File: src/rtl/debounce_sync.sv
// debounce_sync: two-flop synchroniser followed by a stability counter.
// A level change on the synchronised input must hold for STABLE_CYCLES
// consecutive cycles before dout follows it. Any bounce back to the old
// level discards the count, so dout is clean enough to feed an edge detector.
//
// Ports:
//   clk      - system clock, all state updates on the rising edge
//   rst      - synchronous active-low reset
//   din      - raw asynchronous level
//   dout     - debounced, synchronised level (registered)
//   settling - high while a candidate change is being qualified (registered)
module debounce_sync #(
  parameter int unsigned STABLE_CYCLES = 4,
  parameter int unsigned CNT_W         = $clog2(STABLE_CYCLES + 1)
) (
  input  logic clk,
  input  logic rst,
  input  logic din,
  output logic dout,
  output logic settling
);

  // Terminal count: reaching it with s2 still different commits the change.
  localparam logic [CNT_W-1:0] CNT_LAST = CNT_W'(STABLE_CYCLES - 1);

  logic             r_s1;
  logic             r_s2;
  logic             r_dout;
  logic             r_settling;
  logic [CNT_W-1:0] r_cnt;

  logic [CNT_W-1:0] w_cnt_nxt;
  logic             w_dout_nxt;
  logic             w_settling_nxt;

  // Next-state: the counter itself encodes STABLE (0) versus SETTLING (!=0).
  always_comb begin
    w_cnt_nxt      = r_cnt;
    w_dout_nxt     = r_dout;
    w_settling_nxt = 1'b0;
    if (r_s2 == r_dout) begin
      // Input agrees with output: nothing pending, drop any partial count.
      w_cnt_nxt = '0;
    end else if (r_cnt == CNT_LAST) begin
      w_dout_nxt = r_s2;
      w_cnt_nxt  = '0;
    end else begin
      w_cnt_nxt = r_cnt + CNT_W'(1);
    end
    // Registered copy of (cnt != 0), so it can never be high on a dout change.
    w_settling_nxt = (w_cnt_nxt != '0);
  end

  // State registers, synchronous active-low reset.
  always_ff @(posedge clk) begin
    if (!rst) begin
      r_s1       <= 1'b0;
      r_s2       <= 1'b0;
      r_dout     <= 1'b0;
      r_cnt      <= '0;
      r_settling <= 1'b0;
    end else begin
      r_s1       <= din;
      r_s2       <= r_s1;
      r_dout     <= w_dout_nxt;
      r_cnt      <= w_cnt_nxt;
      r_settling <= w_settling_nxt;
    end
  end

  assign dout     = r_dout;
  assign settling = r_settling;

endmodule

File: config.mk
export PLATFORM = sky130hd
export DESIGN_NAME = debounce_sync
export DESIGN_NICKNAME = d
export VERILOG_FILES = /design/src/rtl/debounce_sync.sv
export SDC_FILE = /design/constraint.sdc
export NUM_CORES = 1
export LEC_CHECK = 0
export ABC_AREA = 1
export CAP_MARGIN = 40
export CORE_AREA = 2 2 39 41
export CTS_CLUSTER_SIZE = 8
export DETAILED_ROUTE_END_ITERATION = 7
export DIE_AREA = 0 0 41 43
export SLEW_MARGIN = 25
export SYNTH_ARGS = -nofsm -noshare
export SYNTH_HDL_FRONTEND = slang
export SYNTH_SLANG_ARGS = --single-unit
File: constraint.sdc
create_clock -name clk -period 1.2 [get_ports clk]
set_input_delay 0.24 -clock clk [delete_from_list [all_inputs] [get_ports clk]]
set_output_delay 0.24 -clock clk [all_outputs]
set_load 0.02 [all_outputs]
==> impl_metrics.tcl, run 1 <==
set metrics [dict create \
    synth_flop_cell "dfxtp_1" \
    power_density_nw_per_um2 1280 \
    yosysMostFrequentCell "nand2_1" \
    period_minus_slack_ns 1.14 \
    ant_nets 0 \
    synth_edf_count 0 \
    path_class "reg2out" \
    p_leak_uw 0.000228 \
    cts_tree "yes" \
    root_buffer "clkbuf_4" \
    finalNetCount 53 \
    layout-drive-gt1-share_pct 12.5 \
    synthTopCellsByCount "nand2_1 (13), inv_1 (11), dfxtp_1 (7)" \
    synth_seq_area_share_pct 51.6 \
    tightest_slew_ns 0.216 \
    start_util_pct 19.6 \
    synthDistinctLibCells 6 \
    drtPass1Iterations 4 \
    layout.cells.non_filler 64 \
    synth_top_area_share_pct 51.6 \
    grt_pass1_wl_um 627 \
    cts_made_buffers 3 \
    fin_crit_sh_pct 94.8 \
    critPathSlowestCell "dlygate4sd2_1" \
    clk_latency_ns 0.25 \
    hold_viol 0 \
    rsz0062_at_grt "no" \
    finalSetupViolations 0 \
    antenna_found_initial 0 \
    slew_violations 0 \
    fin_hold_ws_ns 0.417 \
    netlist.top_cell.by_area "dfxtp_1" \
    clock_skew_ns 0.00600 \
    rrSetupSlack_ns 0.21 \
    clk_pin_slew_ns 0.05 \
    syn_area_um2 272 \
    clock_path_buffers 2 \
    synthTopCellsByArea "dfxtp_1 (52%), nand2_1 (18%), inv_1 (15%)" \
    dp.cells 60 \
    synth_warnings 0 \
    final_area_um2 370 \
    vias 217 \
    startpoint_type "flop" \
    max_stage_delay_ns 0.33 \
    routed_wl_um 388 \
    cap_violations 0 \
    worst_hold_path_type "reg2reg" \
    via_per_inst 3.39 \
    slew_headroom_pct 85.7 \
    die_height_um 43 \
    cp-end-kind "output port" \
    hpwl_um 287 \
    hold_buffers 0 \
    grt_max_degree 6 \
    pin_count 5 \
    critical-path-top-delay-family "buffers and inverters" \
    irDropWorstVdd_v 0.000576 \
    ys_async_sr_fraction_pct 0 \
    ys_seq_elements 7 \
    dpl_cell_area_um2 347 \
    cts.sinks 7 \
    num_antenna_cells 0 \
    core_um2 1380 \
    synth.avg_cell_area_um2 7.15 \
    crit_fanout 2 \
    cp.arrival_ns 0.90 \
    drcViolationCount 0 \
    path_buf_inv 1 \
    crit_required_ns 0.96 \
    place_congestion 0.740 \
    cts-htree-levels 1 \
    area_delta_synth_final_pct 36.4 \
    grt_overflow 0 \
    syn_inst 38 \
    die_x_um 41 \
    track_usage_pct 5.43 \
    status "finished clean" \
    rows 14 \
    fmax_mhz 879 \
    port_buffers 4 \
    setup_tns_ns 0 \
    synth.net_count 42 \
    drtIter0Drc 1 \
    nFillCells 153 \
    wl_per_cell_um 6.06 \
    dieArea_um2 1760 \
    cp_cell_sequence "dlygate4sd2_1" \
    first_global_vias 166 \
]
## final timing paths
check,start,end,cells past startpoint
max,dout,dout,1
min,r_s1,r_s2,2
max reg2reg,r_cnt[0],settling,6
min reg2reg,r_s1,r_s2,2
## flip-flops by register name, indices dropped and copies added, names as in the netlist
signal    flops
r_s2          1
settling      1
dout          1
r_cnt         3
r_s1          1
## stage by stage
stage | power, µW | utilization [%] | setup slack, ns
floorplan | 256 | - | 0.289
global placement | 270 | 25.0 | 0.0406
detailed placement | 270 | 25.0 | 0.0324
CTS | 488 | 26.8 | 0.0413
global route | 510 | 26.8 | 0.0167
finish | 475 | 26.8 | 0.0627
## layout make-up
class                   count  area, µm²  share of cell area (%)
clock buffers               4       26.3                    7.09
well taps                  16       20.0                    5.41
inverters                  11       41.3                    11.1
repair buffers              6       52.6                    14.2
flip-flops and latches      7        140                    37.8
multi-input cells          20       90.1                    24.3
## repair_timing
action / CTS / global route
resized for setup: 2 / 0
setup buffers: 0 / 0
setup endpoints to repair: 2 / 0
## power by group
group / total [µW] / switching (µW) / leakage, µW / internal (µW)
clock network: 210 / 83.4 / 0.0000150 / 127
registers: 240 / 1.81 / 0.0000570 / 238
logic: 24.7 / 11.5 / 0.000156 / 13.2
## logic make-up (layout without fill, tap and decap cells)
family,after synthesis,count (layout),share of synthesized area [%]
adders and majority gates,1,1,4.61
DFF,7,7,51.6
buffers and inverters,11,21,15.2
and+or+nand+nor,19,19,28.6
## layout by cell type (no fill, tap or decap)
master	synthesis	layout
buf_4	0	2
nand3_2	1	1
clkbuf_4	0	3
ha_1	1	1
dlygate4sd2_1	0	2
clkdlybuf4s50_1	0	2
inv_1	11	11
nor2_1	5	5
nand2_1	13	13
dfxtp_1	7	7
clkbuf_1	0	1
## metal layers
| layer | part of all wire [%] | global-route usage, % | vias to the layer above |
|---|---|---|---|
| met4 | 0 | 2.00 | 0 |
| met2 | 41 | 5.94 | 4 |
| met1 | 52 | 7.42 | 87 |
| li1 | - | - | 126 |
| met5 | 0 | 0 | - |
| met3 | 6.2 | 4.71 | 0 |
(Power assumes the default switching activity.)
==> inputs of run 2 (changes only) <==
==> constraint.sdc (replaced) <==
create_clock -name clk -period 1.5 [get_ports clk]
set_input_delay 0.3 -clock clk [delete_from_list [all_inputs] [get_ports clk]]
set_output_delay 0.3 -clock clk [all_outputs]
set_load 0.02 [all_outputs]
==> run 2 against run 1 <==
Sequential power shrank 20%. Global-route usage grew 0.32 points. Non-clock buffer count shrank 2. Combinational power shrank 25%. Clock skew shrank 0.00096 ns. Core utilization shrank 0.99 points. First-iteration DRC count grew to 4.0 times the previous value. Die area is the same. Sequential share of layout area grew 1.5 points. Via count shrank 0.92%. Clock power shrank 20%. Cell count shrank 3.1%. Highest routed layer unchanged.
==> impl_metrics.tcl, run 2 (synthesized netlist as in run 1, its figures left out) <==
set metrics [dict create \
    status "finished clean" \
    cts.sinks 7 \
    worst_slack_ns 0.0497 \
    core_um2 1380 \
    fin_crit_sh_pct 96.7 \
    max_stage_delay_ns 0.60 \
    startpoint_type "flop" \
    period_minus_slack_ns 1.45 \
    wl_per_cell_um 6.68 \
    crit_required_ns 1.20 \
    final_cell_mix "nand2_1 (13), inv_1 (11), dfxtp_1 (7)" \
    reg2regPathDepth 6 \
    worstReg2RegEnd "settling" \
    via_per_inst 3.47 \
    die_height_um 43 \
    path_buf_inv 1 \
    grt_pass1_wl_um 621 \
    slew_headroom_pct 85.4 \
    clk_pin_slew_ns 0.05 \
    power_density_nw_per_um2 1060 \
    clock_skew_ns 0.00504 \
    first_global_vias 168 \
    root_buffer "clkbuf_4" \
    vias 215 \
    drcViolationCount 0 \
    finalNetCount 51 \
    layout-drive-gt1-share_pct 8.70 \
    antenna_found_initial 0 \
    path_class "reg2out" \
    die_x_um 41 \
    critical-path-top-delay-family "buffers and inverters" \
    place_congestion 0.726 \
    cts-htree-levels 1 \
    rsz0062_at_grt "no" \
    cts_tree "yes" \
    clock_path_buffers 2 \
    largest_reg_flops 3 \
    largest-register "r_cnt" \
    num_antenna_cells 0 \
    cts_setup_buffers 0 \
    worst_hold_path_type "reg2reg" \
    fmax_mhz 690 \
    port_buffers 4 \
    cts_made_buffers 3 \
    whs_endpoint "r_s2" \
    grt_max_degree 7 \
    r2r-start "r_cnt[0]" \
    start_util_pct 19.6 \
    cp-end-kind "output port" \
    final_util_pct 25.8 \
    pin_count 5 \
    slew_violations 0 \
    ant_nets 0 \
    tightest_slew_ns 0.218 \
    routed_wl_um 414 \
    hold_viol 0 \
    dieArea_um2 1760 \
    finalSetupViolations 0 \
    cp_cell_sequence "clkdlybuf4s50_1" \
    critPathSlowestCell "clkdlybuf4s50_1" \
    rows 14 \
    nFillCells 153 \
    dp_slack_ns 0.223 \
    crit_fanout 1 \
    track_usage_pct 5.75 \
    grt_overflow 0 \
    p_leak_uw 0.000214 \
    drtPass1Iterations 4 \
    mostFrequentLayoutCell "nand2_1" \
    cp.arrival_ns 1.15 \
    setup_tns_ns 0 \
    min_from "r_s1" \
    rrSetupSlack_ns 0.50 \
    clk_latency_ns 0.25 \
    fin_hold_ws_ns 0.412 \
    hpwl_um 314 \
    hold_depth 2 \
    fin_total_pwr_uw 378 \
    drtIter0Drc 4 \
    cap_violations 0 \
    area_delta_synth_final_pct 31.3 \
    irDropWorstVdd_v 0.000410 \
]
run 2: cell types whose count changed in the layout (fill, tap and decap cells not counted), sizes merged:
cell,previous run,this run
buf,2,0
clkdlybuf4s50,2,3
dlygate4sd2,2,1
run 2: worst max path at each step:
stage,start,end,slack (ns),cells past startpoint
CTS,settling,settling,0.03,1
floorplan,r_cnt[0],settling,0.59,6
global placement,dout,dout,0.23,1
finish,settling,settling,0.05,1
global route,settling,settling,0.004,1
detailed placement,dout,dout,0.22,1
run 2: repair_timing:
action | in CTS | in global routing
resized for setup | 1 | 0
setup endpoints to repair | 1 | 0
hold buffers | 0 | 0
run 2: final cells by class:
type,instances,area (µm²),share of cell area (%)
multi-input cells,20,90.1,25.3
well taps,16,20.0,5.61
flip-flops and latches,7,140,39.3
clock buffers,4,26.3,7.37
inverters,11,41.3,11.6
repair buffers,4,38.8,10.9
run 2: metrics by stage:
| step | std cells | instance area (µm²) |
|---|---|---|
| finish | 62 | 357 |
| CTS | 62 | 357 |
| global placement | 58 | 332 |
| detailed placement | 58 | 332 |
| floorplan | 38 | 272 |
| global route | 62 | 357 |
run 2: per-layer routing:
metal	global-route usage, %	part of all wire [%]
met1	5.86	45
met3	7.85	11
met4	0	0
met2	7.50	43
met5	0	0
run 2: power breakdown:
group,leakage (µW),internal [µW],switching [µW],total [µW]
Sequential,0.0000570,191,1.56,192
Clock,0.0000150,101,65.8,167
Combinational,0.000142,9.53,8.93,18.5
